===== src/rtl/aggr_line_scheduler_if.sv =====
// ============================================================================
// Module      : aggr_line_scheduler_if
// Description : Cost-stream handshake, position flags and line-buffer SRAM
//               port bundle for the SGM aggregation line scheduler.
// Revision    : 1.0 - initial release
// ============================================================================
`default_nettype none

interface aggr_line_scheduler_if #(
    parameter int AWIDTH = 11,
    parameter int HWIDTH = 11
);
    logic              start;
    logic [AWIDTH-1:0] width;
    logic [HWIDTH-1:0] height;
    logic              in_valid;
    logic              in_ready;
    logic              px_valid;
    logic [AWIDTH-1:0] col;
    logic [HWIDTH-1:0] row;
    logic              first_row;
    logic              first_col;
    logic              last_col;
    logic              last_row;
    logic              sram_ren_n;
    logic [AWIDTH-1:0] rd_addr;
    logic              sram_wen_n;
    logic [AWIDTH-1:0] wr_addr;
    logic              busy;
    logic              frame_done;
    logic              cfg_err;

    modport master (
        output start, width, height, in_valid,
        input  in_ready, px_valid, col, row, first_row, first_col, last_col,
               last_row, sram_ren_n, rd_addr, sram_wen_n, wr_addr, busy,
               frame_done, cfg_err
    );

    modport slave (
        input  start, width, height, in_valid,
        output in_ready, px_valid, col, row, first_row, first_col, last_col,
               last_row, sram_ren_n, rd_addr, sram_wen_n, wr_addr, busy,
               frame_done, cfg_err
    );
endinterface

`default_nettype wire


===== src/rtl/aggr_line_scheduler.sv =====
// ============================================================================
// Module      : aggr_line_scheduler
// Description : Frame/row sequencer for one SGM aggregation line buffer:
//               pixel acceptance, position flags, SRAM read and delayed write.
// Revision    : 1.0 - initial release
// ============================================================================
`default_nettype none

module aggr_line_scheduler #(
    parameter int AWIDTH  = 11,
    parameter int HWIDTH  = 11,
    parameter int LAT     = 3,
    parameter int ROW_GAP = 2
) (
    input wire clk,
    input wire rst,
    aggr_line_scheduler_if.slave bus
);

    typedef enum logic [2:0] {
        S_IDLE  = 3'd0,
        S_RUN   = 3'd1,
        S_GAP   = 3'd2,
        S_DRAIN = 3'd3,
        S_DONE  = 3'd4
    } state_t;

    localparam logic [AWIDTH:0] MIN_WIDTH = (AWIDTH+1)'(LAT + 2);
    localparam logic [3:0]      GAP_LAST  = 4'((ROW_GAP > 0) ? ROW_GAP - 1 : 0);

    state_t            state_q, state_d;
    logic [AWIDTH-1:0] width_q, width_d;
    logic [HWIDTH-1:0] height_q, height_d;
    logic [AWIDTH-1:0] col_cnt_q, col_cnt_d;
    logic [HWIDTH-1:0] row_cnt_q, row_cnt_d;
    logic [3:0]        gap_q, gap_d;

    logic              px_valid_q;
    logic [AWIDTH-1:0] col_q;
    logic [HWIDTH-1:0] row_q;
    logic              first_row_q, first_col_q, last_col_q, last_row_q;
    logic              ren_n_q;
    logic [AWIDTH-1:0] rd_addr_q;
    logic              cfg_err_q;

    logic [LAT-1:0]    pipe_v_q;
    logic [AWIDTH-1:0] pipe_c_q [LAT];

    logic              w_accept;
    logic              w_cfg_ok;
    logic              w_col_last;
    logic              w_row_last;
    logic              w_pipe_inner;
    logic [AWIDTH-1:0] w_width_m1;
    logic [HWIDTH-1:0] w_height_m1;

    assign w_accept    = bus.in_valid && (state_q == S_RUN);
    assign w_cfg_ok    = ({1'b0, bus.width} >= MIN_WIDTH) && (bus.height != '0);
    assign w_width_m1  = width_q - 1'b1;
    assign w_height_m1 = height_q - 1'b1;
    assign w_col_last  = (col_cnt_q == w_width_m1);
    assign w_row_last  = (row_cnt_q == w_height_m1);

    // Last pipe stage is the write itself; drain ends once nothing sits behind it.
    if (LAT > 1) begin : g_pipe_inner
        assign w_pipe_inner = |pipe_v_q[LAT-2:0];
    end else begin : g_pipe_single
        assign w_pipe_inner = 1'b0;
    end

    always_ff @(posedge clk or negedge rst) begin
        if (!rst) begin
            state_q   <= S_IDLE;
            width_q   <= '0;
            height_q  <= '0;
            col_cnt_q <= '0;
            row_cnt_q <= '0;
            gap_q     <= '0;
        end else begin
            state_q   <= state_d;
            width_q   <= width_d;
            height_q  <= height_d;
            col_cnt_q <= col_cnt_d;
            row_cnt_q <= row_cnt_d;
            gap_q     <= gap_d;
        end
    end

    always_comb begin
        state_d   = state_q;
        width_d   = width_q;
        height_d  = height_q;
        col_cnt_d = col_cnt_q;
        row_cnt_d = row_cnt_q;
        gap_d     = gap_q;
        case (state_q)
            S_IDLE: begin
                if (bus.start && w_cfg_ok) begin
                    width_d   = bus.width;
                    height_d  = bus.height;
                    col_cnt_d = '0;
                    row_cnt_d = '0;
                    state_d   = S_RUN;
                end
            end
            S_RUN: begin
                if (w_accept) begin
                    if (w_col_last) begin
                        col_cnt_d = '0;
                        if (w_row_last) begin
                            state_d = S_DRAIN;
                        end else begin
                            row_cnt_d = row_cnt_q + 1'b1;
                            if (ROW_GAP > 0) begin
                                state_d = S_GAP;
                                gap_d   = '0;
                            end
                        end
                    end else begin
                        col_cnt_d = col_cnt_q + 1'b1;
                    end
                end
            end
            S_GAP: begin
                if (gap_q == GAP_LAST) state_d = S_RUN;
                else                   gap_d   = gap_q + 1'b1;
            end
            S_DRAIN: begin
                if (!px_valid_q && !w_pipe_inner) state_d = S_DONE;
            end
            S_DONE:  state_d = S_IDLE;
            default: state_d = S_IDLE;
        endcase
    end

    always_ff @(posedge clk or negedge rst) begin
        if (!rst) begin
            px_valid_q  <= 1'b0;
            col_q       <= '0;
            row_q       <= '0;
            first_row_q <= 1'b0;
            first_col_q <= 1'b0;
            last_col_q  <= 1'b0;
            last_row_q  <= 1'b0;
            ren_n_q     <= 1'b1;
            rd_addr_q   <= '0;
            cfg_err_q   <= 1'b0;
        end else begin
            px_valid_q  <= w_accept;
            first_row_q <= w_accept && (row_cnt_q == '0);
            first_col_q <= w_accept && (col_cnt_q == '0);
            last_col_q  <= w_accept && w_col_last;
            last_row_q  <= w_accept && w_row_last;
            ren_n_q     <= !(w_accept && (row_cnt_q != '0));
            cfg_err_q   <= (state_q == S_IDLE) && bus.start && !w_cfg_ok;
            if (w_accept) begin
                col_q <= col_cnt_q;
                row_q <= row_cnt_q;
            end
            // Row 0 has no previous row to fetch.
            if (w_accept && (row_cnt_q != '0)) rd_addr_q <= col_cnt_q;
        end
    end

    // Write-back delay line; the output stage only loads on a valid entry so
    // wr_addr holds its last value between writes.
    always_ff @(posedge clk or negedge rst) begin
        if (!rst) begin
            pipe_v_q <= '0;
            for (int i = 0; i < LAT; i++) pipe_c_q[i] <= '0;
        end else begin
            for (int i = LAT - 1; i > 0; i--) begin
                pipe_v_q[i] <= pipe_v_q[i-1];
                if ((i < LAT - 1) || pipe_v_q[i-1]) pipe_c_q[i] <= pipe_c_q[i-1];
            end
            pipe_v_q[0] <= px_valid_q;
            if ((LAT > 1) || px_valid_q) pipe_c_q[0] <= col_q;
        end
    end

    assign bus.in_ready   = (state_q == S_RUN);
    assign bus.px_valid   = px_valid_q;
    assign bus.col        = col_q;
    assign bus.row        = row_q;
    assign bus.first_row  = first_row_q;
    assign bus.first_col  = first_col_q;
    assign bus.last_col   = last_col_q;
    assign bus.last_row   = last_row_q;
    assign bus.sram_ren_n = ren_n_q;
    assign bus.rd_addr    = rd_addr_q;
    assign bus.sram_wen_n = !pipe_v_q[LAT-1];
    assign bus.wr_addr    = pipe_c_q[LAT-1];
    assign bus.busy       = (state_q != S_IDLE);
    assign bus.frame_done = (state_q == S_DONE);
    assign bus.cfg_err    = cfg_err_q;

endmodule

`default_nettype wire


===== src/flat_wrapper.sv =====
// flat-port wrapper written by rule: the top's interface ports become plain ports
module aggr_line_scheduler_flat 
#(
    parameter int AWIDTH  = 11,
    parameter int HWIDTH  = 11,
    parameter int LAT     = 3,
    parameter int ROW_GAP = 2
)
  (clk, rst, bus_start, bus_width, bus_height, bus_in_valid, bus_in_ready, bus_px_valid, bus_col, bus_row, bus_first_row, bus_first_col, bus_last_col, bus_last_row, bus_sram_ren_n, bus_rd_addr, bus_sram_wen_n, bus_wr_addr, bus_busy, bus_frame_done, bus_cfg_err);
  aggr_line_scheduler_if #(.AWIDTH(AWIDTH), .HWIDTH(HWIDTH)) bus_i ();
  input wire clk;
  input wire rst;
  input wire logic [$bits(bus_i.start)-1:0] bus_start;
  input wire logic [$bits(bus_i.width)-1:0] bus_width;
  input wire logic [$bits(bus_i.height)-1:0] bus_height;
  input wire logic [$bits(bus_i.in_valid)-1:0] bus_in_valid;
  output wire logic [$bits(bus_i.in_ready)-1:0] bus_in_ready;
  output wire logic [$bits(bus_i.px_valid)-1:0] bus_px_valid;
  output wire logic [$bits(bus_i.col)-1:0] bus_col;
  output wire logic [$bits(bus_i.row)-1:0] bus_row;
  output wire logic [$bits(bus_i.first_row)-1:0] bus_first_row;
  output wire logic [$bits(bus_i.first_col)-1:0] bus_first_col;
  output wire logic [$bits(bus_i.last_col)-1:0] bus_last_col;
  output wire logic [$bits(bus_i.last_row)-1:0] bus_last_row;
  output wire logic [$bits(bus_i.sram_ren_n)-1:0] bus_sram_ren_n;
  output wire logic [$bits(bus_i.rd_addr)-1:0] bus_rd_addr;
  output wire logic [$bits(bus_i.sram_wen_n)-1:0] bus_sram_wen_n;
  output wire logic [$bits(bus_i.wr_addr)-1:0] bus_wr_addr;
  output wire logic [$bits(bus_i.busy)-1:0] bus_busy;
  output wire logic [$bits(bus_i.frame_done)-1:0] bus_frame_done;
  output wire logic [$bits(bus_i.cfg_err)-1:0] bus_cfg_err;
  assign bus_i.start = bus_start;
  assign bus_i.width = bus_width;
  assign bus_i.height = bus_height;
  assign bus_i.in_valid = bus_in_valid;
  assign bus_in_ready = bus_i.in_ready;
  assign bus_px_valid = bus_i.px_valid;
  assign bus_col = bus_i.col;
  assign bus_row = bus_i.row;
  assign bus_first_row = bus_i.first_row;
  assign bus_first_col = bus_i.first_col;
  assign bus_last_col = bus_i.last_col;
  assign bus_last_row = bus_i.last_row;
  assign bus_sram_ren_n = bus_i.sram_ren_n;
  assign bus_rd_addr = bus_i.rd_addr;
  assign bus_sram_wen_n = bus_i.sram_wen_n;
  assign bus_wr_addr = bus_i.wr_addr;
  assign bus_busy = bus_i.busy;
  assign bus_frame_done = bus_i.frame_done;
  assign bus_cfg_err = bus_i.cfg_err;
  aggr_line_scheduler #(.AWIDTH(AWIDTH), .HWIDTH(HWIDTH), .LAT(LAT), .ROW_GAP(ROW_GAP)) u_core (.clk(clk), .rst(rst), .bus(bus_i));
endmodule

===== config.mk =====
export PLATFORM = sky130hd
export DESIGN_NAME = aggr_line_scheduler_flat
export DESIGN_NICKNAME = d
export VERILOG_FILES = /design/src/rtl/aggr_line_scheduler_if.sv /design/src/rtl/aggr_line_scheduler.sv /design/src/flat_wrapper.sv
export SDC_FILE = /design/constraint.sdc
export NUM_CORES = 1
export LEC_CHECK = 0
export ABC_AREA = 0
export CELL_PAD_IN_SITES_DETAIL_PLACEMENT = 1
export CELL_PAD_IN_SITES_GLOBAL_PLACEMENT = 1
export CORE_UTILIZATION = 43
export DETAILED_ROUTE_END_ITERATION = 8
export GPL_TIMING_DRIVEN = 0
export PLACE_DENSITY_LB_ADDON = 0.1
export RECOVER_POWER = 50
export REMOVE_ABC_BUFFERS = 1
export SYNTH_ARGS = -nofsm -noshare
export SYNTH_HDL_FRONTEND = slang
export SYNTH_SLANG_ARGS = --single-unit

===== constraint.sdc =====
create_clock -name clk -period 4.1 [get_ports clk]
set_clock_uncertainty 0.15 [all_clocks]
set_input_delay 0.41 -clock clk [delete_from_list [all_inputs] [get_ports clk]]
set_output_delay 0.41 -clock clk [all_outputs]
set_load 0.01 [all_outputs]

==> summary.md <==
| Metric | Value |
|---|---|
| MaxCap Viol Count | 1 |
| Netlist cell types | 59 |
| Die Height | approximately 120 µm |
| CP endpoint kind | flop |
| Die area | 0.01422 mm² |
| Post-synth top flop | dfrtp_1 |
| Die W | 119.3 µm |
| Worst vdd ir | between 0.3 and 0.4 mV |
| YS warnings | 0 |
| Most common cell after layout, fill and taps aside | nand2_1 |
| Iteration-0 DRC Markers | 262 |
| Post-CTS Setup Bufs | 0 |
| Pre-antenna DRT Iters | 4 |
| GRT Overall Usage | 0.2273 |
| Final ANT Viol Nets | 0 |
| Critical path class | reg -> reg |
| I/O pin count | 81 |
| Tmin final | about 3800 ps |
| Clk Latency, worst-skew pair | 430 ps |
| Combinational power share | 0.291 |
| Leakage | 3.359 nW |
| Largest net degree at the start of global routing | 70 |
| Dominant cell type by area after synthesis | dfrtp_1 |
| Synth async-reset ratio | 1.000 |
| Hold slack | 198.6 ps |
| Root buffer cell | clkbuf_16 |
| Vias in the first global route | 4766 |
| CP required | approximately 4300 ps |
| First-pass GRT wire length | 24870 µm |
| Slowest-stage cell, CP | a2111oi_4 |
| CTS sink count | 127 |
| Final #Nets | 681 |
| Cell area after synthesis | 0.005913 mm² |
| Startpoint Class | flop |
| Fin. Hold Viols | 0 |
| Htree depth | 4 |
| Hold crit path type | reg -> reg |
| Yosys top cell area share | 0.5332 |
| Fin. max-slew vios | 59 |
| Worst path arrival time | 4030 ps |
| Sw Pwr | 1.678 mW |
| Sw frac | 0.3455 |
| #FFs+latches synth | ~130 |
| PwrDens | ~660 mW/mm² |
| Initial antenna violation count | 0 |
| Worst-Margin Slew | 2712 ps |
| Place WS | -422.1 ps |
| Final setup viols | 0 |
| Final period util | 0.9358 |
| Internal power | 3.179 mW |
| GR Overflow Total | 0 |
| # diodes | 0 |
| Fin cells | between 800 and 900 |
| Violated checks | capacitance limit, slew limit |
| Share of cells above drive strength 1 | 0.1076 |
| Clk pin slew, worst setup/hold paths | about 60 ps |
| Crit-path max cell delay | 540 ps |
| RSZ-0062 raised after global routing | false |
| Routability cong. | 0.7866 |
| Via density | 5.383 |
| Slew Limit Headroom | -0.8081 |
| Buf/Inv on CP | 1 |
| EDFF count, synth | 0 |
| WL per Instance | 17.76 µm |
| Remaining DRCs | 0 |
| DP HPWL | 9695 µm |
| Top post-synthesis cells by area | dfrtp_1, nand2_1, mux2_2, xnor2_1, a21oi_1 |
| WL final | ~15000 µm |
| CTS Buffer Depth | 2 |
| Area Growth Syn to Fin | 24.99% |
| Mean Syn Cell Area | 10.13 µm² |
| CTS tree | yes |
| Flop pwr share | 0.381 |
| Clock power share | 0.327 |
| Cts bufs inserted | 17 |
| Achievable frequency | 260.6 MHz |
| Starting Density | 0.4430 |
| Num rows | 42 |
| Status | finished with violations |
| CP top delay family | simple AND/OR/NAND/NOR gates |
| Via count | ~4.5k |
| Final worst slack | approximately 260 ps |
| Sequential share of the synthesized area | 0.5377 |
| Most frequent cells in the layout | nand2_1, dfrtp_1, clkdlybuf4s50_1 |
| Most used cell, CP | a21oi_1 |
| Total core area | 0.01335 mm² |
| IO Port Bufs | 80 |
| Crit-path max FO | 18 |
| Cells after synthesis | 584 |
| Worst path cell trace | inv_1, ha_1, nor4b_1, a21oi_1, nor3_1, or4b_4, a2111oi_4, nand3b_4, or4_1, a21oi_1 |
| Dpl cells | between 800 and 900 |
synth_stat cells (2+ instances only):
library cell  count
nand2_1         133
dfrtp_1         126
nor2_1           28
a21oi_1          23
o21ai_0          23
mux2_2           22
inv_1            20
xnor2_1          18
clkbuf_1         16
nand3_1          16
buf_4            13
xor2_1           12
nand4_1          11
or3_1            11
nor3_1           10
ha_1              8
nor4_1            8
and3_1            6
mux2i_1           5
nand2b_1          5
buf_6             4
nor3b_1           4
nor4b_1           4
o211ai_1          4
and2_1            3
and2_2            3
buf_1             3
nand4b_1          3
or2_2             3
or4_1             3
a2111oi_4         2
a211oi_1          2
a21boi_0          2
a311oi_1          2
buf_2             2
nand3b_1          2
o31ai_1           2
metal layers:
layer / share of wire / vias up / global-route usage
li1: - / 2119 / -
met3: 0.039 / 13 / 0.04502
met2: 0.49 / 104 / 0.3652
met5: 0 / - / 0
met1: 0.45 / 2264 / 0.3012
met4: 0.013 / 0 / 0.09177
sequential cells by signal, summed over array words and instances (netlist names):
name                   cells
u_core.pipe_c_q           22
u_core.bus.col            11
u_core.bus.rd_addr        11
u_core.bus.row            11
u_core.bus.wr_addr        11
u_core.col_cnt_q          11
u_core.height_q           11
u_core.row_cnt_q          11
u_core.width_q            11
u_core.gap_q               4
u_core.pipe_v_q            3
u_core.state_q             3
u_core.bus.cfg_err         1
u_core.bus.first_col       1
u_core.bus.first_row       1
u_core.bus.last_col        1
u_core.bus.last_row        1
u_core.bus.px_valid        1
u_core.bus.sram_ren_n      1
worst paths after layout:
path                                        to           startpoint  cells past startpoint  slack, ps
setup / recovery           u_core.row_cnt_q[8]    u_core.width_q[0]                     10        260
hold / removal             u_core.pipe_c_q[12]  u_core.pipe_c_q[23]                      0        200
setup reg to reg           u_core.row_cnt_q[8]    u_core.width_q[0]                     10        260
hold reg to reg            u_core.pipe_c_q[12]  u_core.pipe_c_q[23]                      0        200
max in group asynchronous   u_core.height_q[0]                  rst                      2        860
min in group asynchronous  u_core.pipe_c_q[21]                  rst                      2       1380
cell type report:
cell class | instances | area [µm²]
Tap cell | 176 | 220.2
Timing Repair Buffer | 82 | 837.1
Clock inverter | 12 | 185.2
Clock buffer | 20 | 436.7
Inverter | 20 | 78.83
Multi-Input combinational cell | 399 | 2454
Sequential cell | 127 | 3179
Fill cell | 1471 | 5957
power by group through the flow:
stage	Clock (mW)	Combinational (mW)	Sequential, mW
floorplan	0	0.865	1.81
global placement	0	1.33	1.85
detailed placement	0	1.39	1.87
CTS	1.62	1.43	1.86
global route	1.67	1.57	1.90
finish	1.59	1.41	1.85
worst register-to-register path, stage by stage (launching register included):
cell and delay (ps):
dfrtp_1 430, inv_1 110, ha_1 350, nor4b_1 410, a21oi_1 130, nor3_1 200
or4b_4 500, a2111oi_4 540, nand3b_4 250, or4_1 550, a21oi_1 150
cells by family (layout without fill, tap and decap cells):
group / Yosys count / in the layout / share of synthesized area
muxes: 27 / 27 / 0.05036
and+or+nand+nor: 261 / 261 / 0.2165
adders and majority gates: 8 / 8 / 0.01693
DFF: 127 / 127 / 0.5377
xor gates and xnor gates: 31 / 31 / 0.04719
AOI/OAI and AO/OA: 72 / 72 / 0.08083
buffers and inverters: 58 / 134 / 0.05057
per-stage QoR:
step / util / instance area [µm²] / power, mW / setup TNS [ps]
finish: 0.5537 / 7391 / 4.858 / 0
global route: 0.5537 / 7391 / 5.134 / 0
CTS: 0.5532 / 7385 / 4.906 / 0
detailed placement: 0.5054 / 6746 / 3.260 / -4008
global placement: 0.5027 / 6710 / 3.176 / -302510
floorplan: - / 5689 / 2.677 / 0
what timing repair did:
action,in CTS,in global routing
hold buffers,1,0
resized for setup,2,1
setup endpoints to repair,22,1
hold endpoints to repair,57,0
gates cloned,0,0
(Power assumes the default switching activity.)
